## src/rtl/progloader_pkg.sv

```systemverilog
// -----------------------------------------------------------------------------
// progloader_pkg
// Shared definitions for the program loader: loader state encoding, stream
// framing constants and a length validation helper.
// -----------------------------------------------------------------------------
package progloader_pkg;

    // Loader states. IDLE/DONE/ERR are the resting states in which a start
    // pulse is honoured; LEN_HI..CHECK form the busy window.
    typedef enum logic [2:0] {
        ST_IDLE   = 3'd0,
        ST_LEN_HI = 3'd1,
        ST_LEN_LO = 3'd2,
        ST_DATA   = 3'd3,
        ST_CHECK  = 3'd4,
        ST_DONE   = 3'd5,
        ST_ERR    = 3'd6
    } state_t;

    // Stream framing: two length bytes ahead of the data, one checksum after.
    localparam int LEN_BYTES = 2;
    localparam int CHK_BYTES = 1;

    // A word count is loadable when it is non-zero and fits in memory.
    function automatic logic len_ok(input logic [15:0] n, input int nwords);
        return (n != 16'd0) && (int'(n) <= nwords);
    endfunction

endpackage

```

## src/rtl/progloader_byte_packer.sv

```systemverilog
// -----------------------------------------------------------------------------
// progloader_byte_packer
// Assembles a byte stream into WIDTH-bit words, MSB byte first.
//
// Ports:
//   clk, reset      clock, asynchronous active-high reset
//   i_clear         restart word assembly at byte 0 (start of a new load)
//   i_byte_valid    one data byte accepted this cycle
//   i_byte          the accepted data byte
//   o_word_last     combinational: this cycle's byte completes a word
//   o_word_valid    registered word-complete strobe (cycle after o_word_last)
//   o_word          assembled word; stable while o_word_valid is high
// -----------------------------------------------------------------------------
module progloader_byte_packer #(
    parameter int WIDTH = 16
) (
    input  logic             clk,
    input  logic             reset,
    input  logic             i_clear,
    input  logic             i_byte_valid,
    input  logic [7:0]       i_byte,
    output logic             o_word_last,
    output logic             o_word_valid,
    output logic [WIDTH-1:0] o_word
);

    localparam int BPW = WIDTH / 8;
    localparam int CW  = (BPW > 1) ? $clog2(BPW) : 1;

    logic [CW-1:0]    r_cnt;
    logic [WIDTH-1:0] r_acc;
    logic             r_word_valid;
    logic             w_last;

    assign w_last       = i_byte_valid && (r_cnt == CW'(BPW - 1));
    assign o_word_last  = w_last;
    assign o_word_valid = r_word_valid;

    // The accumulator doubles as the output word: after the last byte of a
    // word it holds the complete word, and it only changes again on the next
    // accepted byte, which is no earlier than the edge ending the strobe.
    assign o_word = r_acc;

    always_ff @(posedge clk or posedge reset) begin
        if (reset) begin
            r_cnt        <= '0;
            r_acc        <= '0;
            r_word_valid <= 1'b0;
        end else begin
            r_word_valid <= w_last;
            if (i_clear) begin
                r_cnt <= '0;
            end else if (i_byte_valid) begin
                r_acc <= (r_acc << 8) | WIDTH'(i_byte);
                if (w_last) begin
                    r_cnt <= '0;
                end else begin
                    r_cnt <= r_cnt + CW'(1);
                end
            end
        end
    end

endmodule

```

## src/rtl/progloader.sv

```systemverilog
// -----------------------------------------------------------------------------
// progloader
// Loads a length-prefixed, XOR-checksummed byte stream into the CPU's program
// memory write port, starting at address 0, and holds the CPU in reset until
// a complete image has been written and its checksum verified.
//
// Stream: LEN_HI, LEN_LO (word count N), N*BPW data bytes (MSB byte of each
// word first), then one checksum byte = XOR of the data bytes.
//
// Ports:
//   clk, reset   clock, asynchronous active-high reset
//   start        one-cycle pulse, begins a load from IDLE/DONE/ERR
//   in_valid     byte available on in_data
//   in_data      stream byte
//   in_ready     loader accepts a byte this cycle
//   we, wa, wd   program memory write port (one-cycle write strobe per word)
//   busy         load in progress
//   done         image loaded and checksum matched (held until next start)
//   error        bad length or checksum mismatch (held until next start)
//   cpu_hold     CPU reset hold, low only once an image is verified
//   dbg_state    current loader state for observation
//
// Handshake: a byte transfers on every rising edge where in_valid && in_ready.
// in_ready depends only on the loader state, never on in_valid, so the source
// may hold in_valid high and stream one byte per cycle.
// -----------------------------------------------------------------------------
module progloader
    import progloader_pkg::*;
#(
    parameter  int WIDTH  = 16,
    parameter  int NWORDS = 1024,
    localparam int AW     = $clog2(NWORDS)
) (
    input  logic             clk,
    input  logic             reset,
    input  logic             start,
    input  logic             in_valid,
    input  logic [7:0]       in_data,
    output logic             in_ready,
    output logic             we,
    output logic [AW-1:0]    wa,
    output logic [WIDTH-1:0] wd,
    output logic             busy,
    output logic             done,
    output logic             error,
    output logic             cpu_hold,
    output logic [2:0]       dbg_state
);

    state_t        r_state;
    state_t        w_state_next;
    logic [7:0]    r_len_hi;
    logic [15:0]   r_len;
    logic [15:0]   r_words;
    logic [7:0]    r_chk;
    logic [AW-1:0] r_wa;

    logic          w_accept;
    logic          w_start_ok;
    logic          w_data_byte;
    logic          w_word_last;
    logic          w_word_valid;
    logic          w_last_word;
    logic [15:0]   w_len;

    // ---------------------------------------------------------------- status
    always_comb begin
        in_ready = 1'b0;
        case (r_state)
            ST_LEN_HI, ST_LEN_LO, ST_DATA, ST_CHECK: in_ready = 1'b1;
            default:                                 in_ready = 1'b0;
        endcase
    end

    assign busy      = in_ready;
    assign done      = (r_state == ST_DONE);
    assign error     = (r_state == ST_ERR);
    assign cpu_hold  = (r_state != ST_DONE);
    assign dbg_state = r_state;

    assign w_accept    = in_valid && in_ready;
    assign w_start_ok  = start && !busy;
    assign w_data_byte = w_accept && (r_state == ST_DATA);
    assign w_len       = {r_len_hi, in_data};
    // Word-level termination: the byte completing word N-1 ends the data.
    assign w_last_word = w_word_last && ((r_words + 16'd1) == r_len);

    // ------------------------------------------------------------- next state
    always_comb begin
        w_state_next = r_state;
        case (r_state)
            ST_IDLE, ST_DONE, ST_ERR: begin
                if (start) w_state_next = ST_LEN_HI;
            end
            ST_LEN_HI: begin
                if (w_accept) w_state_next = ST_LEN_LO;
            end
            ST_LEN_LO: begin
                if (w_accept) w_state_next = len_ok(w_len, NWORDS) ? ST_DATA : ST_ERR;
            end
            ST_DATA: begin
                if (w_last_word) w_state_next = ST_CHECK;
            end
            ST_CHECK: begin
                if (w_accept) w_state_next = (in_data == r_chk) ? ST_DONE : ST_ERR;
            end
            default: w_state_next = ST_IDLE;
        endcase
    end

    always_ff @(posedge clk or posedge reset) begin
        if (reset) begin
            r_state <= ST_IDLE;
        end else begin
            r_state <= w_state_next;
        end
    end

    // ------------------------------------------------------ load bookkeeping
    always_ff @(posedge clk or posedge reset) begin
        if (reset) begin
            r_len_hi <= '0;
            r_len    <= '0;
            r_words  <= '0;
            r_chk    <= '0;
        end else begin
            if (w_start_ok) begin
                r_words <= '0;
                r_chk   <= '0;
            end
            if (w_accept && (r_state == ST_LEN_HI)) r_len_hi <= in_data;
            if (w_accept && (r_state == ST_LEN_LO)) r_len    <= w_len;
            if (w_data_byte) begin
                r_chk <= r_chk ^ in_data;
                if (w_word_last) r_words <= r_words + 16'd1;
            end
        end
    end

    // Write address advances after each write strobe. The length check bounds
    // the image to NWORDS, so holding at the top address only matters after
    // the final word of a full-depth image and keeps wa from wrapping.
    always_ff @(posedge clk or posedge reset) begin
        if (reset) begin
            r_wa <= '0;
        end else if (w_start_ok) begin
            r_wa <= '0;
        end else if (w_word_valid && (r_wa != AW'(NWORDS - 1))) begin
            r_wa <= r_wa + AW'(1);
        end
    end

    assign we = w_word_valid;
    assign wa = r_wa;

    // ----------------------------------------------------------- byte packer
    progloader_byte_packer #(
        .WIDTH (WIDTH)
    ) u_packer (
        .clk          (clk),
        .reset        (reset),
        .i_clear      (w_start_ok),
        .i_byte_valid (w_data_byte),
        .i_byte       (in_data),
        .o_word_last  (w_word_last),
        .o_word_valid (w_word_valid),
        .o_word       (wd)
    );

endmodule

```

## config.mk

```make
export PLATFORM = sky130hd
export DESIGN_NAME = progloader
export DESIGN_NICKNAME = d
export VERILOG_FILES = /design/src/rtl/progloader_pkg.sv /design/src/rtl/progloader_byte_packer.sv /design/src/rtl/progloader.sv
export SDC_FILE = /design/constraint.sdc
export NUM_CORES = 1
export LEC_CHECK = 0
export CAP_MARGIN = 10
export CORE_MARGIN = 3
export CORE_UTILIZATION = 30
export CTS_BUF_LIST = sky130_fd_sc_hd__clkbuf_2
export CTS_CLUSTER_SIZE = 10
export DETAILED_ROUTE_END_ITERATION = 8
export PLACE_DENSITY = 0.57
export SLEW_MARGIN = 20
export SYNTH_ARGS = -nofsm -noshare
export SYNTH_HDL_FRONTEND = slang
export SYNTH_HIERARCHICAL = 1
export SYNTH_SLANG_ARGS = --single-unit
```

## constraint.sdc

```tcl
create_clock -name clk -period 3.25 [get_ports clk]
set_input_delay 0.325 -clock clk [delete_from_list [all_inputs] [get_ports clk]]
set_output_delay 0.325 -clock clk [all_outputs]
set_load 0.01 [all_outputs]
```

==> impl_metrics.json <==
{
  "end_kind": "flip-flop",
  "yosysTopAreaCellShare_pct": 46.4,
  "grt_pass1_wl_mm": 16.9,
  "htree_levels": 3,
  "finalHoldViolCount": 0,
  "drv_cap": 0,
  "fin_util_pct": 36.8,
  "vdd_drop_max_uv": 388,
  "clock_tree.root_cell": "clkbuf_2",
  "start_util_pct": 31.4,
  "drt_iter0_markers": 187,
  "grt_setup_unrepaired": "no",
  "timing.final.crit_share_pct": 80.4,
  "synthTopCellsByArea": "dfrtp_1, mux2_2, o21ai_0",
  "p_comb_share_pct": 44.2,
  "cts_buffer_depth": 2,
  "synth-main-ff-cell": "dfrtp_1",
  "synth_common_cells": "dfrtp_1, o21ai_0, nand2_1, nor2_1, mux2_2",
  "drc": 0,
  "netSwitchingFraction_pct": 37.3,
  "crit_cells": 8,
  "worstSetupPathType": "reg -> reg",
  "p_leak_nw": 1.99,
  "cp_cell_sequence": "and3b_2, nand2_1, inv_1, and2_2, and3_1, nor2_2, o21ai_0, o41ai_1",
  "yosys.area.top_type": "dfrtp_1",
  "status": "complete, no violations",
  "overflow": 0,
  "yosysMostFrequentCell": "dfrtp_1",
  "crit_start": "dbg_state[0]",
  "worstMarginPinSlew_ns": 0.808,
  "switching_power_mw": 1.48,
  "netlist_area_um2": 4260,
  "grt_max_degree": 62,
  "fmax_ghz": 0.383,
  "fill_cells": 1402,
  "insertion_delay_ns": 0.58,
  "clk_pin_slew_worst_paths_ns": 0.24,
  "synth_warnings": 6,
  "clockPowerShare_pct": 14.0,
  "synth_cell_types": 65,
  "endpoint": "r_words[12]",
  "antenna_found_initial": 1,
  "placed_cell_area_um2": 4870,
  "ant_nets": 0,
  "pwr-share-seq_pct": 41.8,
  "cts_tree": "built",
  "wl_per_cell_um": 15.7,
  "crit_slowest_cell": "dfrtp_1",
  "syn2layout_area_growth_pct": 17.1,
  "synth_async_sr_flop_share_pct": 100,
  "max_stage_delay_ns": 0.56,
  "p_per_area_nw_per_um2": 797,
  "timing.rr.end": "r_words[12]",
  "final_cell_area_um2": 4990,
  "hpwl_mm": 7.16,
  "die_area_um2": 15700,
  "io_pins": 47,
  "nets": 472,
  "cts_buffers": 9,
  "vias": 3240,
  "p_int_mw": 2.50,
  "viasPerCell": 5.06,
  "core_area_um2": 13600,
  "ys_seq_elements": 79,
  "syn_area_per_cell_um2": 10.4,
  "track_usage_pct": 13.3,
  "post_route_cells_drive_above_1_share_pct": 17.9,
  "gp_congestion": 0.829,
  "die_w_um": 125,
  "syn_inst": 410,
  "synthesis.nets": 424,
  "wirelength_mm": 10.0,
  "path_delay_family": "simple AND/OR/NAND/NOR gates",
  "path_max_fanout": 16,
  "clock_skew_ns": 0.0210,
  "die_y_um": 125,
  "hold_path.class": "in -> async",
  "worstPathRequired_ns": 3.73,
  "setup-tns-final_ns": 0,
  "maxSlewViolCount": 0,
  "start_kind": "flip-flop",
  "setup_viol": 0,
  "regToRegSetupSlack_ns": 0.64,
  "synth_edf_count": 0,
  "cp_num_buf_inv": 1,
  "r2r_start": "dbg_state[0]",
  "reg2reg_depth": 8,
  "min_period_ns": 2.61,
  "io_buffers": 46,
  "firstDrtPassIters": 4,
  "grt_pass1_vias": 3199,
  "dpl_worst_slack_ns": 0.333,
  "seq_area_frac_synth_pct": 46.4,
  "slew_headroom_pct": 46.1,
  "rows": 42,
  "clock-sinks": 79,
  "crit_arrival_ns": 3.10,
  "fin_ws_ns": 0.637
}
==> metal layers <==
layer  vias up  wire length (um)  track usage (%)
met1      1603              4730             17.9
li1       1562                 -                -
met4         0               212             5.42
met5         -                 0                0
met2        63              4700             20.8
met3        12               379             3.03
==> placed cells by master (no fill, tap or decap), types with 9 or more instances in the layout <==
cell | Yosys | final
nor2_1 | 31 | 30
a21oi_1 | 13 | 13
nand2_1 | 38 | 38
dfrtp_1 | 79 | 79
inv_1 | 12 | 11
clkbuf_2 | 0 | 9
xnor2_1 | 19 | 19
nand3_1 | 9 | 9
o21ai_0 | 49 | 49
mux2_4 | 10 | 10
xor2_1 | 17 | 17
clkdlybuf4s50_1 | 0 | 46
mux2_2 | 28 | 28
==> power by group through the flow <==
stage / combinational (mW) / sequential (mW) / clock (mW)
after floorplan: 1.18 / 1.67 / 0
after global placement: 1.74 / 1.67 / 0
after detailed placement: 1.77 / 1.69 / 0
after CTS: 1.78 / 1.67 / 0.581
after global routing: 1.93 / 1.73 / 0.618
final: 1.76 / 1.66 / 0.558
==> stage by stage <==
step	power (mW)	instances	hold WS (ns)
2_1_floorplan	2.84	410	0.264
3_3_place_gp	3.42	623	0.487
3_5_place_dp	3.46	623	0.492
4_1_cts	4.03	639	0.140
5_1_grt	4.28	640	0.188
6_report	3.98	640	0.155
==> kinds of logic (layout without fill, tap and decap cells) <==
family | count (synthesis) | count (layout) | share of synthesized area (%)
simple gates | 134 | 134 | 17.2
compound gates | 91 | 91 | 13.0
flops | 79 | 79 | 46.4
mux | 40 | 40 | 11.4
xor+xnor | 36 | 36 | 7.40
buf+inv | 28 | 81 | 3.99
fa+ha+maj | 2 | 2 | 0.587
other cells | 0 | 1 | 0
==> final cells by class <==
cell class / count / area, um2 / share of cell area [%]
well taps: 176 / 220 / 4.41
clock buffers: 9 / 45.0 / 0.902
flip-flops and latches: 79 / 1980 / 39.6
diodes: 1 / 2.50 / 0.0501
inverters: 12 / 45.0 / 0.902
multi-input cells: 303 / 2120 / 42.4
repair buffers: 53 / 513 / 10.3
clock inverters: 7 / 72.6 / 1.45
==> worst min-delay path by stage <==
stage / from / end / slack [ns] / depth (start not counted)
CTS: reset / u_packer/o_word[1] / 0.14 / 2
global route: reset / u_packer/o_word[1] / 0.19 / 2
detailed placement: r_chk[4] / r_chk[4] / 0.49 / 1
global placement: r_chk[0] / r_chk[0] / 0.49 / 1
floorplan: reset / u_packer/o_word[0] / 0.26 / 1
finish: reset / u_packer/o_word[1] / 0.15 / 2
==> registers in the layout, summed over array words and instances (netlist names), 3 cells and up <==
name             count
wa                  10
r_chk                8
r_len_hi             8
u_packer/o_word     16
dbg_state            3
r_words             16
r_len               16
==> timing repair <==
item | CTS | global route
buffers inserted | 0 | 0
gates resized for setup | 0 | 1
hold buffers | 0 | 0
setup endpoints to repair | 0 | 3
No activity file was read; power rests on OpenSTA's default activity.
